[src/rtl/cont_decr_param.sv]
// cont_decr_param: parametrised down-counter/timer for the irrigation
// controller. Supports a runtime load value, count enable, one-shot or
// auto-reload operation and a registered terminal-count pulse. An
// IDLE/RUN/DONE state machine lets the sequencer start, pause, abort and
// detect the end of a timed interval.
module cont_decr_param #(
    parameter int WIDTH = 3,
    parameter int MAX   = 5
) (
    input  logic             Clk,
    input  logic             Rst_n,
    input  logic             Clr,
    input  logic             PosMax,
    input  logic             Start,
    input  logic [WIDTH-1:0] Val,
    input  logic             En,
    input  logic             Auto,
    output logic [WIDTH-1:0] Q,
    output logic             Zero,
    output logic             Tc,
    output logic             Running,
    output logic             Fin
);

    typedef enum logic [1:0] {
        IDLE = 2'b00,
        RUN  = 2'b01,
        DONE = 2'b10
    } state_t;

    localparam logic [WIDTH-1:0] MaxVal = WIDTH'(MAX);
    localparam logic [WIDTH-1:0] OneVal = WIDTH'(1);

    state_t           state_q, state_d;
    logic [WIDTH-1:0] q_q, q_d;
    logic [WIDTH-1:0] rld_q, rld_d;
    logic             tc_q, tc_d;
    logic [WIDTH-1:0] loadVal;

    // A zero load value selects the MAX preset instead.
    assign loadVal = (Val == '0) ? MaxVal : Val;

    // Register update; reset is sampled on the clock edge only.
    always_ff @(posedge Clk) begin
        if (!Rst_n) begin
            state_q <= IDLE;
            q_q     <= '0;
            rld_q   <= MaxVal;
            tc_q    <= 1'b0;
        end else begin
            state_q <= state_d;
            q_q     <= q_d;
            rld_q   <= rld_d;
            tc_q    <= tc_d;
        end
    end

    // Next-state logic: Clr > PosMax > Start > counting; Tc is a one-cycle pulse.
    always_comb begin
        state_d = state_q;
        q_d     = q_q;
        rld_d   = rld_q;
        tc_d    = 1'b0;
        if (Clr) begin
            q_d     = '0;
            state_d = IDLE;
        end else if (PosMax) begin
            q_d     = MaxVal;
            rld_d   = MaxVal;
            state_d = RUN;
        end else if (Start) begin
            q_d     = loadVal;
            rld_d   = loadVal;
            state_d = RUN;
        end else begin
            case (state_q)
                IDLE: begin
                    q_d = q_q;
                end
                RUN: begin
                    if (En) begin
                        if (q_q > OneVal) begin
                            q_d = q_q - OneVal;
                        end else if (q_q == OneVal) begin
                            q_d  = '0;
                            tc_d = 1'b1;
                            if (!Auto) begin
                                state_d = DONE;
                            end
                        end else if (Auto) begin
                            q_d = rld_q;
                        end else begin
                            state_d = DONE;
                        end
                    end
                end
                DONE: begin
                    q_d = q_q;
                end
                default: begin
                    q_d     = '0;
                    state_d = IDLE;
                end
            endcase
        end
    end

    assign Q       = q_q;
    assign Zero    = (q_q == '0);
    assign Tc      = tc_q;
    assign Running = (state_q == RUN);
    assign Fin     = (state_q == DONE);

endmodule

[config.mk]
export PLATFORM = sky130hd
export DESIGN_NAME = cont_decr_param
export DESIGN_NICKNAME = d
export VERILOG_FILES = /design/src/rtl/cont_decr_param.sv
export SDC_FILE = /design/constraint.sdc
export NUM_CORES = 1
export LEC_CHECK = 0
export ABC_CLOCK_PERIOD_IN_PS = 1650
export BUFFER_PORTS_ARGS = -buffer_cell sky130_fd_sc_hd__buf_4
export CAP_MARGIN = 20
export CORE_AREA = 2 2 39 41
export DETAILED_ROUTE_END_ITERATION = 8
export DIE_AREA = 0 0 41 43
export HOLD_SLACK_MARGIN = 0.12
export PLACE_DENSITY = 0.77
export SLEW_MARGIN = 10
export SYNTH_ARGS = -nofsm -noshare
export SYNTH_HDL_FRONTEND = slang
export SYNTH_SLANG_ARGS = --single-unit
[constraint.sdc]
create_clock -name Clk -period 1.65 [get_ports Clk]
set_input_delay 0.165 -clock Clk [delete_from_list [all_inputs] [get_ports Clk]]
set_output_delay 0.165 -clock Clk [all_outputs]
set_load 0.05 [all_outputs]
== Word level (Yosys, flattened, before mapping) ==
Index checks and enable logic that the tools add are counted.
Widths: inputs -> output; s select.
Operators by class
  bitwise operators: 5
  reductions and logical operators: 14
  multiplexer cells: 17
  order comparisons: 1
  equality and inequality tests: 14
  add/subtract/negate cells: 1
Operators by type and width (number)
  $mux 3: 9
  $ne 4x4->1 const B: 3
  $reduce_and 4->1: 2
  $reduce_or 7->1: 1
  $logic_not 3->1: 2
  $mux 2: 3
  $ne 2x2->1 const B: 3
  $ne 6x4->1 const B: 1
  $pmux 3 s2: 1
  $reduce_and 3->1: 2
  $ne 5x3->1 const B: 1
  $not 1->1: 5
  $pmux 2 s2: 1
  $reduce_or 2->1: 2
  $reduce_or 4->1: 1
  $eq 3x1->1 const B: 1
  $gt 3x1->1 const B: 1
  $mux 1: 3
  $ne 3x1->1 const B: 1
  $ne 3x3->1 const B: 1
  $reduce_or 3->1: 1
  $sub 3x1->3 const B: 1
  $eq 2x1->1 const B: 1
  $eq 2x2->1 const B: 1
  other kinds (4): 4
Word-level totals
  input bits: 10
  register bits after elaboration: 9
  output and inout bits: 7
  logic and storage cells: 58

== Logic depth before layout (Yosys ltp) ==
Gate-level depths: netlist of run 1.
  word-level depth: 7
  gate-level depth with buffers: 6
  mapped depth without buffers: 6

== Worst setup path before layout of run 1 ==
Ideal clock, no wire load.
  path kind: register -> register
  start: reg q_q[1], in the netlist Q[1]
  end: reg q_q[1], in the netlist Q[1]
  cell stages (with the launch flop): 7
  period minus slack after synthesis: 1.938 ns
  slack: -0.288 ns
  arrival time: 1.834 ns
  buffers on the path: 0
  required time: 1.547 ns
  setup time: 0.103 ns
  cell sequence: dfxtp_1 > inv_1 > ha_1 > nand2b_1 > nand3_2 > a221o_1 > a2111oi_2
On the way
  word-level cells in the longest chain between the ends: 6
  elaborated cells between the ends (all ways): 10
  those cells by class: add/sub: 1; order compare: 1; eq/ne: 2; mux: 5; reduce/logical: 1
RTL lines
  start, declared: RTL line 35  | logic [WIDTH-1:0] q_q, q_d;
  start signal, assigned: RTL line 52  | q_q <= q_d;
  parallel branches: the longest is 6 deep, another holds $sub 3x1->3
Several ways; the timed one is not identified. The select of a mux whose other input is x is not followed.
A chain may end at the register's enable or synchronous reset.

== Final worst setup path of run 1 ==
  start: reg q_q[0], in the netlist Q[0]
  end: reg q_q[1], in the netlist Q[1]
The elaborated chain is that of the path after synthesis.

==> metrics.cfg, run 1 <==
[run_status]
outcome = completed

[sta]
rsz0062_at_grt = false
finClkSkew_ns = 0.00394
hold_viol_final = 0
max_freq_ghz = 0.651
slew_violations = 0
min_period_over_period = 0.931
fin_crit_ns = 1.54
setup_viol = 0
timing.slew.headroom = 0.729
tns_ns = 0
worstMarginPinSlew_ns = 0.406

[critical_path]
r2r_cells = 4
critPathCaptureType = flip-flop
cp_data_arrival_time_ns = 1.68
regToRegSetupSlack_ns = 0.11
worstPathMaxFanout = 7
path_class = reg2reg
r2r_start = Q[0]$_SDFFE_PP0P_
r2r-end = Q[1]$_SDFFE_PP0P_
startpoint_type = flip-flop
cp_data_required_time_ns = 1.80

[logic_synthesis]
seq_area_frac_synth = 0.316
synth_top_area_share = 0.316
synth_most_common_cell = dfxtp_1
synth-edff-count = 0
ys_warn_count = 0
async_flop_share = 0
synth_area_um2 = 569
synthCells = 65
synthFlopType = dfxtp_1
synth_fp_nets = 78
ys_ff_latch = 9
synth_cell_types = 30
synth_commonest_cells = 9 x dfxtp_1, 6 x a21oi_1, 6 x nor2_1, 4 x nand2_1, 4 x nor2b_1
yosys.area.top_type = dfxtp_1
syn_area_per_cell_um2 = 8.76
yosys-top-cells-area = dfxtp_1 32%, ha_1 6.6%, a21oi_1 5.3%

[pwr]
vdd_drop_max_v = 0.000406
switching_share = 0.304
powerDensity_nw_per_um2 = 721
intPower_mw = 0.377
clockPowerShare = 0.305
combPwrFrac = 0.257
p_leak_nw = 0.305
netSwitchingPower_mw = 0.165
seqPwrFrac = 0.438

[layout]
fin_util = 0.543
drive_above_1_share = 0.353
layout.nets = 99
antennaDiodeCount = 0
layout.cells.non_filler = 101
areaGrowthSynthToFinish_pct = 32.1
nFillCells = 132

[floorplan]
top_level_ports = 17
num_rows = 14
die_h_um = 43
die_w_um = 41
start_util = 0.411
fp.dieArea_um2 = 1760
core_um2 = 1380

[clock_tree]
cts_buffers = 3
cts_root_buf = clkbuf_4
postCtsSetupBuffers = 0
tritoncts = built
htreeDepth = 1
cts_num_sinks = 9
path_clk_slew_ns = 0.06
clk_latency_ns = 0.25
clockBufferDepth = 2

[worst_hold_path]
hp-class = in2reg
min_path_cells = 2
min_to = state_q[1]$_SDFFE_PP0P_
min_from = Start

[grt]
grt_pass1_wl_um = 2240
overflow = 0
grtUsageTotal = 0.182
grt_max_degree = 9
antenna_found_initial = 0
grt_pass1_vias = 525

[detailed_routing]
routed_wirelength_um = 1320
via_per_inst = 5.63
dr.pass1.iters = 4
ant_nets = 0
dr.first_iter.drc_count = 12
vias = 569
drc_errors = 0
routedWlPerCell_um = 13.1

[place]
gp_congestion = 0.811
dp.cells = 97
dp_hpwl_um = 1040
port_buffers = 16

[job]
drv_cap = 0

logic make-up after synthesis:
family                   synth area share
multiplexers                       0.0176
AO/OA/AOI/OAI                       0.266
flip-flops                          0.316
AND/OR/NAND/NOR                     0.295
adder cells (fa/ha/maj)            0.0659
buffers and inverters              0.0396
layer usage:
layer  track usage  vias to the layer above  part of all wire
li1              -                      281                 -
met4        0.0933                        0             0.011
met1         0.266                      265              0.46
met5             0                        -                 0
met3        0.0314                        2             0.054
met2         0.247                       21              0.47
placed cells by master (no fill, tap or decap), drive strengths merged, types with 3 or more instances in the layout:
cell,synthesis,routed
clkbuf,0,4
nand3,4,4
nor2b,5,5
nor2,6,6
dfxtp,9,9
o21ai,3,3
nand2,4,4
buf,1,17
ha,3,3
a21oi,6,6
inv,3,3
power groups by stage:
stage,logic (mW),registers (mW),clock network (mW)
global placement,0.135,0.241,0
detailed placement,0.137,0.241,0
floorplan,0.0774,0.251,0
global route,0.153,0.239,0.183
finish,0.139,0.237,0.165
CTS,0.137,0.236,0.172
registers in the layout, summed over array words and instances, names as in the netlist:
register / flops
Q: 3
state_q: 2
rld_q: 3
Tc: 1
through the flow:
step                worst slack (ns)  hold slack [ns]  power, mW  cell area [µm²]
floorplan                     0.0363            0.235      0.329              577
global placement               0.130            0.392      0.376              713
detailed placement            0.0496            0.391      0.378              713
CTS                           0.0363            0.121      0.546              739
global route                  0.0287            0.128      0.574              752
finish                         0.114            0.127      0.542              752
worst max-delay path: stages, from the launching register on:
cell       delay (ns)
dfxtp_4          0.40
inv_1            0.09
ha_1             0.30
a221o_1          0.34
a2111oi_2        0.29
worst max-delay path by stage:
stage,startpoint,to,slack [ns],depth (start not counted)
after detailed placement,Q[1]$_SDFFE_PP0P_,Q[1]$_SDFFE_PP0P_,0.05,6
final,Q[0]$_SDFFE_PP0P_,Q[1]$_SDFFE_PP0P_,0.11,4
after global routing,Q[0]$_SDFFE_PP0P_,Q[1]$_SDFFE_PP0P_,0.03,4
after CTS,Q[1]$_SDFFE_PP0P_,Q[1]$_SDFFE_PP0P_,0.04,6
after global placement,Q[1]$_SDFFE_PP0P_,Q[1]$_SDFFE_PP0P_,0.13,6
after floorplan,Q[2]$_SDFFE_PP0P_,Q[1]$_SDFFE_PP0P_,0.04,4
layout make-up:
type / count / area [µm²] / area share
Timing Repair Buffer: 17 / 128 / 0.170
Inverter: 3 / 11.3 / 0.0150
Tap cell: 16 / 20.0 / 0.0266
Sequential cell: 9 / 188 / 0.250
Clock buffer: 4 / 26.3 / 0.0349
Multi-Input combinational cell: 52 / 379 / 0.504
timing repair:
action / 4_1_cts / 5_1_grt
resized for setup: 0 / 3
setup endpoints to repair: 0 / 1
hold buffers: 0 / 0
No activity file was read; power rests on OpenSTA's default activity.
==> run 2: changes to the inputs <==
--- a/config.mk
+++ b/config.mk
@@ -13,6 +13,7 @@
 export DIE_AREA = 0 0 41 43
 export HOLD_SLACK_MARGIN = 0.12
 export PLACE_DENSITY = 0.77
+export SETUP_SLACK_MARGIN = 0.2
 export SLEW_MARGIN = 10
 export SYNTH_ARGS = -nofsm -noshare
 export SYNTH_HDL_FRONTEND = slang
==> run 2 against run 1 <==
  * Sequential share of layout area fell by 1.3 points
  * Die area stayed put
  * Register-to-register slack improved by 0.08 ns
  * Highest routed layer unchanged
  * Critical path depth is 2 higher
  * Clock power increased by 2%
  * Via count up 7.4%
  * Worst setup slack better by 0.082 ns
  * Final cell count increased by 5.0%
  * Clock skew is 0.0012 ns lower
  * Flip-flop and latch count did not move
==> metrics.cfg, run 2 (synthesized netlist as in run 1, its figures left out) <==
[detailed_routing]
routed_wirelength_um = 1310
routedWlPerCell_um = 12.3
ant_nets = 0
via_per_inst = 5.76
vias = 611
dr.pass1.iters = 4
drc_errors = 0
dr.first_iter.drc_count = 26

[pwr]
clockPowerShare = 0.305
vdd_drop_max_v = 0.000427
seqPwrFrac = 0.424
netSwitchingPower_mw = 0.170
p_leak_nw = 0.333
p_total_mw = 0.555
switching_share = 0.307
intPower_mw = 0.385
combPwrFrac = 0.271
powerDensity_nw_per_um2 = 695

[layout]
layout.cells.non_filler = 106
most-common-layout-cells = 21 x buf_4, 6 x dfxtp_1, 6 x nor2_1, 6 x a21oi_1, 4 x nand2_1
layout_commonest_cell = buf_4
areaGrowthSynthToFinish_pct = 40.2
fin_util = 0.577
layout.nets = 104
fin_area_um2 = 798
drive_above_1_share = 0.411
antennaDiodeCount = 0

[place]
dp.cells = 97
gp_congestion = 0.818
pre_cts_ws_ns = 0.120
placed_cell_area_um2 = 729
port_buffers = 16
dp_hpwl_um = 1010

[sta]
max_freq_ghz = 0.688
worstMarginPinSlew_ns = 0.344
min_period_over_period = 0.881
hold-worst-slack_ns = 0.129
rsz0062_at_grt = true
fin_ws_ns = 0.196
hold_viol_final = 0
tns_ns = 0
timing.slew.headroom = 0.770
fin_crit_ns = 1.45
slew_violations = 0
finClkSkew_ns = 0.00274
setup_viol = 0

[clock_tree]
cts_num_sinks = 9
clockBufferDepth = 2
tritoncts = built
cts_buffers = 3
cts_root_buf = clkbuf_4
htreeDepth = 1
clk_latency_ns = 0.26
path_clk_slew_ns = 0.06

[grt]
grt_pass1_wl_um = 2240
antenna_found_initial = 0
overflow = 0
grt_max_degree = 9
grt_pass1_vias = 551
grtUsageTotal = 0.185

[critical_path]
cp_data_arrival_time_ns = 1.61
critPathCaptureType = flip-flop
worstPathMaxFanout = 4
startpoint_type = flip-flop
cp_data_required_time_ns = 1.81
path_class = reg2reg

[floorplan]
die_h_um = 43
top_level_ports = 17
num_rows = 14
core_um2 = 1380
die_w_um = 41
start_util = 0.411
fp.dieArea_um2 = 1760

[run_status]
outcome = completed

[worst_hold_path]
hp-class = in2reg

[job]
drv_cap = 0

==> run 2: changes by cell type in the layout (fill, tap and decap cells not counted) <==
cell / previous run / this run
inv_1: 2 / 1
nor2b_2: 0 / 1
buf_4: 17 / 21
dfxtp_1: 7 / 6
nor2b_1: 4 / 3
inv_4: 0 / 1
dlygate4sd3_1: 0 / 1
dfxtp_2: 0 / 1
==> run 2: path summary, 6_finish.rpt <==
| check | endpoint | start | slack [ns] | depth (start not counted) |
|---|---|---|---|---|
| max | Q[1]$_SDFFE_PP0P_ | Q[1]$_SDFFE_PP0P_ | 0.20 | 6 |
| min | Q[1]$_SDFFE_PP0P_ | PosMax | 0.13 | 2 |
| max reg2reg | Q[1]$_SDFFE_PP0P_ | Q[1]$_SDFFE_PP0P_ | 0.20 | 6 |
| min reg2reg | rld_q[0]$_SDFFE_PN1P_ | rld_q[0]$_SDFFE_PN1P_ | 0.49 | 2 |
==> run 2: timing repair <==
action                                 4_1_cts  5_1_grt
setup buffers                                4        0
pin swaps                                    1        0
resized for setup                            1        0
hold buffers                                 1        0
endpoints found under the hold margin        1        0
cloned                                       0        0
setup endpoints to repair                    1        1
==> run 2: layer usage <==
| layer | part of all wire | GRT usage |
|---|---|---|
| met1 | 0.44 | 0.256 |
| met2 | 0.45 | 0.263 |
| met3 | 0.080 | 0.0314 |
| met4 | 0.022 | 0.100 |
| met5 | 0 | 0 |
==> run 2: area by class of cell <==
| class | instances | area, µm² |
|---|---|---|
| fillers | 121 | 586 |
| inverters | 3 | 13.8 |
| well taps | 16 | 20.0 |
| multi-input cells | 52 | 382 |
| clock buffers | 4 | 26.3 |
| flip-flops and latches | 9 | 189 |
| repair buffers | 22 | 168 |
==> run 2: critical path, cell delays in order (launching register included) <==
cell	delay (ns)
dfxtp_4	0.36
inv_4	0.07
ha_4	0.14
o21bai_4	0.13
nand2_1	0.07
a221o_1	0.31
a2111oi_2	0.28
==> run 2: power by group through the flow <==
stage | Combinational, mW | Sequential, mW | Clock [mW]
2_1_floorplan | 0.0793 | 0.253 | 0
3_3_place_gp | 0.137 | 0.243 | 0
3_5_place_dp | 0.138 | 0.243 | 0
4_1_cts | 0.151 | 0.235 | 0.175
5_1_grt | 0.164 | 0.237 | 0.188
6_report | 0.150 | 0.235 | 0.169
